<file path="src/rtl/vx_reset_seq_pkg.sv">
// Shared types and width helpers for the reset sequencer.
package vx_reset_seq_pkg;

    typedef enum logic [1:0] {
        ST_IDLE,
        ST_HOLD,
        ST_RELEASE,
        ST_DONE
    } seq_state_e;

    // Bits needed to hold values 0..max_val.
    function automatic int cnt_w(input int max_val);
        return (max_val < 1) ? 1 : $clog2(max_val + 1);
    endfunction

    function automatic int idx_w(input int n);
        return (n > 1) ? $clog2(n) : 1;
    endfunction

endpackage

</file>
<file path="src/rtl/vx_reset_seq_arb.sv">
// Round-robin arbiter: grants the first valid requester at or after the pointer;
// the pointer advances past the winner only when en is high.
module vx_reset_seq_arb
    import vx_reset_seq_pkg::*;
#(
    parameter int NUM_REQS = 2,
    parameter int IDX_W    = idx_w(NUM_REQS)
) (
    input  logic                clk,
    input  logic                reset,
    input  logic [NUM_REQS-1:0] req,
    input  logic                en,
    output logic [NUM_REQS-1:0] grant,
    output logic [IDX_W-1:0]    grant_idx
);

    localparam logic [IDX_W-1:0] LAST_IDX = IDX_W'(NUM_REQS - 1);

    logic [IDX_W-1:0] ptr_q;
    logic [IDX_W-1:0] cand;
    logic             found;

    always_comb begin
        grant     = '0;
        grant_idx = '0;
        cand      = '0;
        found     = 1'b0;
        for (int off = 0; off < NUM_REQS; off++) begin
            cand = IDX_W'((int'(ptr_q) + off) % NUM_REQS);
            if (!found && req[cand]) begin
                found       = 1'b1;
                grant[cand] = 1'b1;
                grant_idx   = cand;
            end
        end
    end

    always_ff @(posedge clk) begin
        if (reset) begin
            ptr_q <= '0;
        end else if (en) begin
            ptr_q <= (grant_idx == LAST_IDX) ? '0 : grant_idx + IDX_W'(1);
        end
    end

endmodule

</file>
<file path="src/rtl/vx_reset_sequencer.sv">
// Reset sequencer: holds masked groups in reset, then releases them in ascending order.
// Define VX_RESET_SEQ_PERF_EN to add the perf_seq_count completed-sequence counter.
module vx_reset_sequencer
    import vx_reset_seq_pkg::*;
#(
    parameter int N           = 4,
    parameter int NUM_REQS    = 2,
    parameter int HOLD_CYCLES = 8,
    parameter int STAGGER     = 2
) (
    input  logic                  clk,
    input  logic                  reset,
    input  logic [NUM_REQS-1:0]   req_valid,
    input  logic [NUM_REQS*N-1:0] req_mask,
    output logic [NUM_REQS-1:0]   req_ready,
    output logic [N-1:0]          reset_o,
    output logic                  busy,
    output logic                  done
`ifdef VX_RESET_SEQ_PERF_EN
    ,
    output logic [31:0]           perf_seq_count
`endif
);

    localparam int HOLD_W = cnt_w(HOLD_CYCLES);
    localparam int STAG_W = cnt_w(STAGGER);
    localparam int IDX_W  = idx_w(NUM_REQS);
    localparam logic [HOLD_W-1:0] HOLD_LAST = HOLD_W'(HOLD_CYCLES - 1);
    localparam logic [STAG_W-1:0] STAG_LAST = STAG_W'(STAGGER - 1);

    seq_state_e          state_q, state_d;
    logic [N-1:0]        mask_q, mask_d;
    logic [N-1:0]        rst_q, rst_d;
    logic [HOLD_W-1:0]   hold_q, hold_d;
    logic [STAG_W-1:0]   stag_q, stag_d;
    logic                done_d;

    logic [NUM_REQS-1:0] grant;
    logic [IDX_W-1:0]    grant_idx;
    logic                arb_open;
    logic                handshake;
    logic [N-1:0]        sel_mask;
    logic [N-1:0]        remaining;
    logic [N-1:0]        lowest;
    logic                last_one;

    vx_reset_seq_arb #(
        .NUM_REQS (NUM_REQS),
        .IDX_W    (IDX_W)
    ) u_arb (
        .clk       (clk),
        .reset     (reset),
        .req       (req_valid),
        .en        (handshake),
        .grant     (grant),
        .grant_idx (grant_idx)
    );

    assign arb_open  = (state_q == ST_IDLE) && !reset;
    assign req_ready = arb_open ? grant : '0;
    assign handshake = |req_ready;

    always_comb begin
        sel_mask = '0;
        for (int i = 0; i < NUM_REQS; i++) begin
            if (grant[i]) sel_mask = sel_mask | req_mask[i*N +: N];
        end
    end

    // Masked groups still held; releases go lowest-first so the next victim is the lowest set bit.
    assign remaining = mask_q & rst_q;
    assign lowest    = remaining & (~remaining + N'(1));
    assign last_one  = (remaining & (remaining - N'(1))) == '0;

    always_comb begin
        state_d = state_q;
        mask_d  = mask_q;
        rst_d   = rst_q;
        hold_d  = hold_q;
        stag_d  = stag_q;
        done_d  = 1'b0;
        case (state_q)
            ST_IDLE: begin
                if (handshake) begin
                    mask_d = sel_mask;
                    hold_d = '0;
                    stag_d = '0;
                    if (sel_mask == '0) begin
                        state_d = ST_DONE;
                        done_d  = 1'b1;
                    end else begin
                        rst_d   = rst_q | sel_mask;
                        state_d = ST_HOLD;
                    end
                end
            end
            ST_HOLD: begin
                if (hold_q == HOLD_LAST) begin
                    rst_d   = rst_q & ~lowest;
                    stag_d  = '0;
                    done_d  = last_one;
                    state_d = ST_RELEASE;
                end else if (hold_q < HOLD_LAST) begin
                    hold_d = hold_q + HOLD_W'(1);
                end
            end
            ST_RELEASE: begin
                if (remaining == '0) begin
                    state_d = ST_DONE;
                end else if (stag_q >= STAG_LAST) begin
                    rst_d  = rst_q & ~lowest;
                    stag_d = '0;
                    done_d = last_one;
                end else begin
                    stag_d = stag_q + STAG_W'(1);
                end
            end
            ST_DONE: state_d = ST_IDLE;
            default: state_d = ST_IDLE;
        endcase
    end

    // Reset restarts a full all-groups sequence from the top of HOLD.
    always_ff @(posedge clk) begin
        if (reset) begin
            state_q <= ST_HOLD;
            mask_q  <= '1;
            rst_q   <= '1;
            hold_q  <= '0;
            stag_q  <= '0;
            done    <= 1'b0;
        end else begin
            state_q <= state_d;
            mask_q  <= mask_d;
            rst_q   <= rst_d;
            hold_q  <= hold_d;
            stag_q  <= stag_d;
            done    <= done_d;
        end
    end

    assign reset_o = rst_q;
    assign busy    = (state_q != ST_IDLE);

`ifdef VX_RESET_SEQ_PERF_EN
    always_ff @(posedge clk) begin
        if (reset) perf_seq_count <= '0;
        else if (done) perf_seq_count <= perf_seq_count + 32'd1;
    end
`endif

endmodule

</file>
<file path="config.mk">
export PLATFORM = sky130hd
export DESIGN_NAME = vx_reset_sequencer
export DESIGN_NICKNAME = d
export VERILOG_FILES = /design/src/rtl/vx_reset_seq_pkg.sv /design/src/rtl/vx_reset_seq_arb.sv /design/src/rtl/vx_reset_sequencer.sv
export SDC_FILE = /design/constraint.sdc
export NUM_CORES = 1
export LEC_CHECK = 0
export BUFFER_PORTS_ARGS = -buffer_cell sky130_fd_sc_hd__buf_4
export CAP_MARGIN = 20
export CORE_MARGIN = 2
export CORE_UTILIZATION = 53
export DETAILED_ROUTE_END_ITERATION = 10
export GPL_TIMING_DRIVEN = 1
export PLACE_DENSITY = 0.74
export SETUP_SLACK_MARGIN = 0.15
export SLEW_MARGIN = 10
export SYNTH_ARGS = -nofsm -noshare
export SYNTH_HDL_FRONTEND = slang
export SYNTH_SLANG_ARGS = --single-unit
</file>
<file path="constraint.sdc">
create_clock -name clk -period 2.6 [get_ports clk]
set_input_delay 0.39 -clock clk [delete_from_list [all_inputs] [get_ports clk]]
set_output_delay 0.39 -clock clk [all_outputs]
set_load 0.01 [all_outputs]
</file>
==> summary.md <==
| Metric | Value |
|---|---|
| Clk_skew | 0.00333 ns |
| Die area | 2370 sq um |
| F_max | 493 MHz |
| Die Height | 48.7 um |
| Core Area | 1920 sq um |
| R2R setup slack | 0.57 ns |
| CTS max path bufs | 2 |
| Synthesized Nets | 141 |
| Estimated wirelength of the detail-placed design | 1.81 mm |
| Number of cells on the critical path | 7 |
| Worst skew pair latency | 0.29 ns |
| Reg2reg start | state_q[0] |
| CP Buf/Inv Count | 2 |
| Worst-path clk slew | 0.10 ns |
| IO Count | 20 |
| Total Routing Usage GR | 20.9% |
| Cells on Worst Hold Path | 2 |
| Ys async rst share | 0% |
| Largest net degree at the start of global routing | 15 |
| Grt peak-use layer | met2 |
| Startpoint types | flop |
| Vias in the first global route | 927 |
| TritonRoute pass-1 iters | 4 |
| Hold EP | hold_q[1] |
| Final Hold Viols | 0 |
| Setup TNS | 0 ns |
| Post-DR vias/cell | 5.85 |
| First-pass GRT wire length | 4.02 mm |
| Synth Cell Area | 1060 sq um |
| Slowest cell on crit path | dfxtp_1 |
| Overflow after GRT | 0 |
| Critical R2R Capture | reset_o[3] |
| Final setup vio count | 0 |
| Post-synth EDFFs | 0 |
| Routed WL | 2.33 mm |
| Crit path kind | reg2reg |
| Hold WC Path Type | in2reg |
| Fin. max-slew vios | 0 |
| Finished Layout Cells | 169 |
| Gate Count Post-Synth | 122 |
| Critical path endpoint category | flop |
| Tmin final | 2.03 ns |
| Hold Crit Start | reset |
| Number of buffers inserted by port buffering | 19 |
| Nets | 162 |
| R2R cell count | 7 |
| Post-synthesis sequential area ratio | 34.0% |
| Commonest non-fill, non-tap cell in the layout | buf_4 |
| YS warnings | 0 |
| Count of max-cap constraint violations | 0 |
| Dpl cell area | 1220 sq um |
| Critical path data required time | 2.78 ns |
| Period utilization | 78.0% |
| Final core occ | 65.2% |
| CP dominant cell by count | inv_1 |
| Netlist cell types | 37 |
| Gpl congestion | 0.854 |
| VDD IR-drop max | 0.460 mV |
| # DRC | 0 |
| Status | finished, final reports clean |
| Post-Layout Inst Area | 1250 sq um |
| Leakage | 0.583 nW |
| Top_reg_cell synth | dfxtp_1 |
| TritonCTS clock tree | built |
| CP top delay family | simple AND/OR/NAND/NOR gates |
| Rows | 16 |
| Synth Area per Inst | 8.69 sq um |
| Layout area overhead | 18.3% |
| CP Max Fanout | 7 |
| Initial antenna violation count | 0 |
| Seq cells post-synth | 18 |
| GR Util met1 | 25.8% |
| Clk sinks | 18 |
| Pwr per Cell Area | 898 nW/um^2 |
| Filler Cell Count | 192 |
| Setup Fix Bufs, Post-CTS | 0 |
| Multi-input gate area | 643 sq um |
| CTS buffer count | 3 |
| Most frequent cells in the layout | 19 x buf_4, 18 x dfxtp_1, 14 x nor2_1 |
| Ant. Diodes | 0 |
| Storage cell area | 360 sq um |
| Hold_buf cts | 0 |
| Post-route ant nets | 0 |
| Initial Util | 55.1% |
| Worst-path cell chain | inv_1 > ha_1 > inv_1 > a221oi_1 > and4_1 > o31a_1 > or3_1 |
| Routed vias | 988 |
| Clock Tree Root | clkbuf_4 |
| Resized Gates After CTS | 0 |
| Met3 GRT Util | 2.78% |
| M2 GR Usage | 37.9% |
| Layout cell share with drive strength beyond 1 | 18.3% |
| RSZ-0062 raised after global routing | false |
| Slew headroom | 58.1% |
| Cells after DPL | 165 |
| Die width | 48.7 um |
| WL/cell | 13.8 um |
| Max H-tree Level | 1 |
| CP max stage delay | 0.40 ns |
| Critical path arrival | 2.21 ns |
| Drt first-iter violations | 19 |
| Least-Margin Pin Slew | 0.625 ns |
-- metal layers --
metal	routed length [um]	share of wire, %
met1	1090	47
met5	0	0
met2	1160	50
met4	28	1.2
met3	45	1.9
-- cell families (layout without fill, tap and decap cells) --
logic type / Yosys count / count (layout) / share of synthesized area (%)
AO/OA/AOI/OAI: 43 / 43 / 31.5
AND/OR/NAND/NOR: 38 / 38 / 18.1
flip-flops: 18 / 18 / 34.0
buffers and inverters: 13 / 33 / 5.31
adder cells (fa/ha/maj): 7 / 7 / 8.26
multiplexers: 3 / 3 / 2.83
-- area by class of cell --
type	count	area share [%]
multi-input cells	91	51.3
clock buffers	4	2.89
flip-flops and latches	18	28.7
well taps	27	2.69
repair buffers	19	11.4
inverters	10	2.99
-- power breakdown --
| part | total, W | switching (W) | leakage [nW] | internal (W) |
|---|---|---|---|---|
| logic | 0.000572 | 0.000328 | 0.415 | 0.000244 |
| clock network | 0.000170 | 0.0000847 | 0.0210 | 0.0000852 |
| registers | 0.000383 | 0.0000536 | 0.147 | 0.000330 |
-- state kept, by name, summed over array words and instances, names as in the netlist, named ones only --
register,flops
state_q,2
done,1
mask_q,4
hold_q,4
reset_o,4
stag_q,2
-- cells in the mapped netlist (all sizes together), types with 2 or more instances --
master  number  share of area (%)
a21oi        7                3.3
a221oi       2                3.3
nor3         4                1.9
nor2        14                5.0
mux2i        3                2.8
nor2b        2                1.2
nand2        9                3.2
o31a         4                3.3
a211oi       2                1.4
a22oi        5                3.5
ha           7                8.3
a41oi        3                2.5
o211ai       4                2.8
inv          9                3.2
and2         3                1.8
clkbuf       2               0.71
a32oi        4                3.3
dfxtp       18                 34
o21ai        4                1.9
-- stage by stage --
| stage | worst slack [ns] | hold slack, ns | power (W) |
|---|---|---|---|
| finish | 0.571 | 0.366 | 0.00113 |
| global route | 0.431 | 0.372 | 0.00122 |
| CTS | 0.571 | 0.359 | 0.00113 |
| detailed placement | 0.570 | 0.478 | 0.000959 |
| global placement | 0.617 | 0.484 | 0.000948 |
| floorplan | 0.685 | 0.452 | 0.000818 |
-- worst max path at each step --
stage / start / endpoint
final: state_q[0] / reset_o[3]
after global placement: reset / reset_o[3]
after detailed placement: reset / reset_o[3]
after floorplan: state_q[1] / reset_o[3]
after global routing: state_q[0] / reset_o[3]
after CTS: state_q[0] / reset_o[3]
No activity file was read; power rests on OpenSTA's default activity.
